**config.mk**
```make
export PLATFORM = sky130hd
export DESIGN_NAME = pc_fetch_ctrl
export DESIGN_NICKNAME = d
export VERILOG_FILES = /design/src/rtl/pc_fetch_ctrl.sv
export SDC_FILE = /design/constraint.sdc
export NUM_CORES = 1
export LEC_CHECK = 0
export ABC_CLOCK_PERIOD_IN_PS = 2000
export CAP_MARGIN = 20
export CELL_PAD_IN_SITES_DETAIL_PLACEMENT = 0
export CELL_PAD_IN_SITES_GLOBAL_PLACEMENT = 1
export CORE_MARGIN = 5
export CORE_UTILIZATION = 35
export CTS_BUF_LIST = sky130_fd_sc_hd__clkbuf_8
export DETAILED_ROUTE_END_ITERATION = 10
export DONT_BUFFER_PORTS = 1
export PLACE_DENSITY_LB_ADDON = 0.1
export SYNTH_ARGS = -nofsm -noshare
export SYNTH_HDL_FRONTEND = slang
export SYNTH_SLANG_ARGS = --single-unit
```
**constraint.sdc**
```tcl
create_clock -name clk -period 2 [get_ports clk]
set_clock_uncertainty 0.1 [all_clocks]
set_input_delay 0.4 -clock clk [delete_from_list [all_inputs] [get_ports clk]]
set_output_delay 0.4 -clock clk [all_outputs]
set_load 0.01 [all_outputs]
```
**src/rtl/pc_fetch_ctrl.sv**
```systemverilog
// Instruction-fetch sequencer: owns the program counter, issues imem req/ack
// fetches, and parks a redirect that lands mid-request until the ack retires it.
//
//   state | meaning
//   BOOT  | one cycle after reset before the first fetch
//   REQ   | fetch outstanding at pc_q (imem_req=1)
//   HOLD  | instruction held for a stalled consumer, no fetch
//   HALT  | fetching stopped until resume
module pc_fetch_ctrl #(
    parameter logic [31:0] RESET_PC = 32'h0000_3000,
    parameter logic [31:0] STEP     = 32'd4
) (
    input  logic        clk,
    input  logic        rst,
    input  logic        stall,
    input  logic        redirect_valid,
    input  logic [31:0] redirect_pc,
    input  logic        halt,
    input  logic        resume,
    output logic        imem_req,
    output logic [31:0] imem_addr,
    input  logic        imem_ack,
    input  logic [31:0] imem_rdata,
    output logic        inst_valid,
    output logic [31:0] inst,
    output logic [31:0] inst_pc,
    output logic [31:0] pc,
    output logic        misalign_err
);

    typedef enum logic [1:0] {
        BOOT = 2'd0,
        REQ  = 2'd1,
        HOLD = 2'd2,
        HALT = 2'd3
    } state_t;

    state_t      state_q, state_d;
    logic [31:0] pc_q, pc_d;
    logic        pend_valid_q, pend_valid_d;
    logic [31:0] pend_pc_q, pend_pc_d;
    logic        inst_valid_q, inst_valid_d;
    logic [31:0] inst_q, inst_d;
    logic [31:0] inst_pc_q, inst_pc_d;
    logic        misalign_q, misalign_d;

    logic        redir_ok;
    logic        redir_bad;
    logic [31:0] pc_seq;
    state_t      boundary_state;

    assign redir_bad      = redirect_valid && (redirect_pc[1:0] != 2'b00);
    assign redir_ok       = redirect_valid && (redirect_pc[1:0] == 2'b00);
    assign pc_seq         = pc_q + STEP;
    assign boundary_state = halt ? HALT : REQ;

    always_comb begin
        state_d      = state_q;
        pc_d         = pc_q;
        pend_valid_d = pend_valid_q;
        pend_pc_d    = pend_pc_q;
        // A held instruction is consumed whenever the consumer is not stalled.
        inst_valid_d = inst_valid_q && stall;
        inst_d       = inst_q;
        inst_pc_d    = inst_pc_q;
        misalign_d   = redir_bad;

        case (state_q)
            BOOT: begin
                if (redir_ok) begin
                    pc_d         = redirect_pc;
                    inst_valid_d = 1'b0;
                    state_d      = REQ;
                end else begin
                    state_d = boundary_state;
                end
            end

            REQ: begin
                if (imem_ack && (redir_ok || pend_valid_q)) begin
                    // Returned word belongs to the stale stream; the newest target wins.
                    pc_d         = redir_ok ? redirect_pc : pend_pc_q;
                    pend_valid_d = 1'b0;
                    if (redir_ok) begin
                        inst_valid_d = 1'b0;
                    end
                    state_d = boundary_state;
                end else if (redir_ok) begin
                    // Address must stay stable until the ack, so park the target.
                    pend_valid_d = 1'b1;
                    pend_pc_d    = redirect_pc;
                    inst_valid_d = 1'b0;
                end else if (imem_ack) begin
                    inst_d       = imem_rdata;
                    inst_pc_d    = pc_q;
                    inst_valid_d = 1'b1;
                    pc_d         = pc_seq;
                    if (halt) begin
                        state_d = HALT;
                    end else if (stall) begin
                        state_d = HOLD;
                    end else begin
                        state_d = REQ;
                    end
                end
            end

            HOLD: begin
                if (redir_ok) begin
                    pc_d         = redirect_pc;
                    inst_valid_d = 1'b0;
                    state_d      = REQ;
                end else if (halt) begin
                    state_d = HALT;
                end else if (!stall) begin
                    state_d = REQ;
                end
            end

            HALT: begin
                if (redir_ok) begin
                    pc_d         = redirect_pc;
                    inst_valid_d = 1'b0;
                end else if (!halt && resume) begin
                    state_d = REQ;
                end
            end

            default: begin
                state_d = BOOT;
            end
        endcase
    end

    always_ff @(posedge clk) begin
        if (rst) begin
            state_q      <= BOOT;
            pc_q         <= RESET_PC;
            pend_valid_q <= 1'b0;
            pend_pc_q    <= 32'h0;
            inst_valid_q <= 1'b0;
            inst_q       <= 32'h0;
            inst_pc_q    <= 32'h0;
            misalign_q   <= 1'b0;
        end else begin
            state_q      <= state_d;
            pc_q         <= pc_d;
            pend_valid_q <= pend_valid_d;
            pend_pc_q    <= pend_pc_d;
            inst_valid_q <= inst_valid_d;
            inst_q       <= inst_d;
            inst_pc_q    <= inst_pc_d;
            misalign_q   <= misalign_d;
        end
    end

    assign imem_req     = (state_q == REQ);
    assign imem_addr    = pc_q;
    assign pc           = pc_q;
    assign inst_valid   = inst_valid_q;
    assign inst         = inst_q;
    assign inst_pc      = inst_pc_q;
    assign misalign_err = misalign_q;

endmodule

```
==> flow_summary.toml <==
[logic_synthesis]
synth.most_common_cell = "nand2_1"
yosysWarningCount = 0
netlist_area_sq_mm = 0.006201
synth_cells = 791
yosys.area.top_type_share = 0.4294
syn_area_per_cell_sq_um = 7.839
syn_nets = 863
ys_async_sr_fraction = 0
synth_common_cells = "221 x nand2_1, 133 x dfxtp_1, 113 x a21oi_1"
ys_seq_area_frac = 0.4294
synth_top_cell_by_area = "dfxtp_1"
synth_cell_types = 64
synth_edf_count = 0
ys.flop_type = "dfxtp_1"
synthTopCellsByArea = "dfxtp_1 43%, nand2_1 13%, a21oi_1 9.1%"
ys_seq_elements = 133

[layout]
final_nets = 886
drive_above_1_share = 0.1862
instances_no_fill = 1052
area_delta_synth_final_pct = 15.38
antenna_cells = 0

[floorplanning]
die-area_sq_mm = 0.02048
core-area_sq_mm = 0.01736
ios = 202
num_rows = 48
start_util = 0.3573
die_w_um = 143.1
die_y_um = 143.1

[grt]
grt_first_pass_wirelength_mm = 30.58
grt_max_degree = 122
grtUsageTotal = 0.1887
gr-total-overflow = 0
grt_pass1_vias = 5532
antenna_found_initial = 0

[sta]
period_share = 0.9575
hold_viol = 52
max_freq_ghz = 0.5222
rsz0062_at_grt = "true"
fin_hold_ws_ns = -0.07018
fin_setup_tns_ns = 0
setup_viol = 0
relSlewSlack = 0.6405
max_slew.worst_pin.slew_ns = 0.5337
min_period_ns = 1.915
slew_violations = 0

[route]
wl_per_cell_um = 18.60
drt_iter0_drc = 429
dr_total_vias = 5625
drc = 0
vias_per_cell = 5.347
dr.pass1.iters = 5
ant_nets = 0
wl_mm = 19.57

[clock_tree]
cts_root_buffer = "clkbuf_8"
cts_tree = "done"
cts_inserted_buffers = 17
cts_sinks = 133
clockBufferDepth = 2
insertion_delay_ns = 0.44
clk_pin_slew_ns = 0.08
h-tree-depth = 4
ctsHoldBuffers = 6

[critical_path]
startpoint_type = "register"
worstSetupEndpointType = "register"
r2r_cells = 5
reg2reg_setup_slack_ns = 0.09
worstPathRequired_ns = 2.20
worstReg2RegStart = "state_q[1]$_SDFFE_PP0P_"
cp.arrival_ns = 2.11
rr_endpoint = "imem_addr[28]$_SDFFE_PP0P_"
path_class = "reg2reg"
path_max_fanout = 9

[place]
portBuffers = 0
place.gp.congestion = 0.8163
dp_cells = 1013
hpwl_mm = 14.05

[job]
drv_cap = 0

[hold_path]
hold_path_depth = 1
min_from = "rst"
hold-path-endpoint = "inst_pc[20]$_SDFFE_PP0P_"
min_path_type = "in2reg"

[power]
p_leak_nw = 2.584
power_mw = 6.088
p_per_area_mw_per_mm2 = 850.9
peakVddDrop_mv = 0.3949

[run_status]
outcome = "finished with violations"
failed_checks = "negative hold slack"
==> stage by stage <==
| stage | setup WS [ns] | util | instance area, sq um |
|---|---|---|---|
| 2_1_floorplan | 0.0008467 | - | 6201 |
| 3_3_place_gp | -0.05828 | 0.3835 | 6656 |
| 3_5_place_dp | -0.04549 | 0.3835 | 6656 |
| 4_1_cts | 0.01544 | 0.4092 | 7102 |
| 5_1_grt | -0.009955 | 0.4122 | 7154 |
| 6_report | 0.08506 | 0.4122 | 7154 |
==> registers in the layout, indices dropped and copies added, names as in the netlist <==
name / flops
imem_addr: 32
inst: 32
inst_pc: 32
pend_pc_q: 32
state_q: 2
inst_valid: 1
misalign_err: 1
pend_valid_q: 1
==> kinds of logic after synthesis <==
logic type      count (synthesis)  synth area share
simple gates                  327            0.2361
compound gates                219            0.2262
flops                         133            0.4294
mux                             4          0.006860
buf+inv                        99           0.08817
fa+ha+maj                       1          0.002017
xor+xnor                        8           0.01130
==> power by group <==
part	switching (mW)	internal, mW
Clock	1.09	1.13
Sequential	0.133	2.79
Combinational	0.567	0.383
==> layout make-up <==
cell class,count,area [sq um]
clock buffer,18,247.7
clock inverter,14,137.6
fill,1798,10200
inverter,13,48.80
multi-input combinational,559,3042
sequential,133,2665
tap,225,281.5
timing repair buffer,90,732.0
==> repair_timing <==
item,4_1_cts,5_1_grt
resized for setup,0,12
buffers inserted,0,1
endpoints found under the hold margin,112,110
endpoints found under the setup margin,0,17
==> how the worst max path moves through the flow <==
stage | startpoint | to | slack, ns | depth (start not counted)
3_3_place_gp | redirect_pc[0] | imem_addr[22]$_SDFFE_PP0P_ | -0.06 | 6
4_1_cts | imem_addr[12]$_SDFFE_PP1P_ | imem_addr[31]$_SDFFE_PP0P_ | 0.02 | 6
2_1_floorplan | imem_addr[2]$_SDFFE_PP0P_ | imem_addr[24]$_SDFFE_PP0P_ | 0.0008 | 6
6_report | state_q[1]$_SDFFE_PP0P_ | imem_addr[28]$_SDFFE_PP0P_ | 0.09 | 5
3_5_place_dp | redirect_pc[0] | imem_addr[28]$_SDFFE_PP0P_ | -0.05 | 6
5_1_grt | imem_addr[3]$_SDFFE_PP0P_ | imem_addr[26]$_SDFFE_PP0P_ | -0.01 | 7
==> layer usage <==
| metal | global-route usage | part of all wire | up-vias |
|---|---|---|---|
| met3 | 0.06263 | 0.066 | 19 |
| met5 | 0 | 0 | - |
| met4 | 0.05453 | 0.012 | 0 |
| met2 | 0.3027 | 0.47 | 173 |
| met1 | 0.2426 | 0.45 | 2672 |
| li1 | - | - | 2761 |
==> worst max-delay path, cell delays in order, from the launching register on <==
cell,delay [ns]
dfxtp_1,0.36
nand3b_1,0.24
or3_2,0.61
o21ai_0,0.20
and3_1,0.23
a311oi_2,0.05
==> layout by cell type (no fill, tap or decap), types with 4 or more instances in the layout <==
| master | instances |
|---|---|
| a31oi_1 | 6 |
| a22o_1 | 4 |
| a2bb2oi_1 | 8 |
| buf_4 | 80 |
| a221oi_1 | 5 |
| o221a_2 | 10 |
| nor3_1 | 11 |
| a211oi_1 | 11 |
| o21ai_0 | 24 |
| xnor2_1 | 7 |
| o221ai_1 | 5 |
| dfxtp_1 | 131 |
| a21oi_1 | 112 |
| and3_1 | 8 |
| o21a_1 | 7 |
| clkbuf_8 | 18 |
| dlygate4sd3_1 | 6 |
| nand3_1 | 12 |
| nand4_1 | 8 |
| clkinv_2 | 5 |
| nand2_1 | 221 |
| inv_1 | 12 |
| nor2_1 | 38 |
Note: power is estimated with default switching activity, not from simulation.
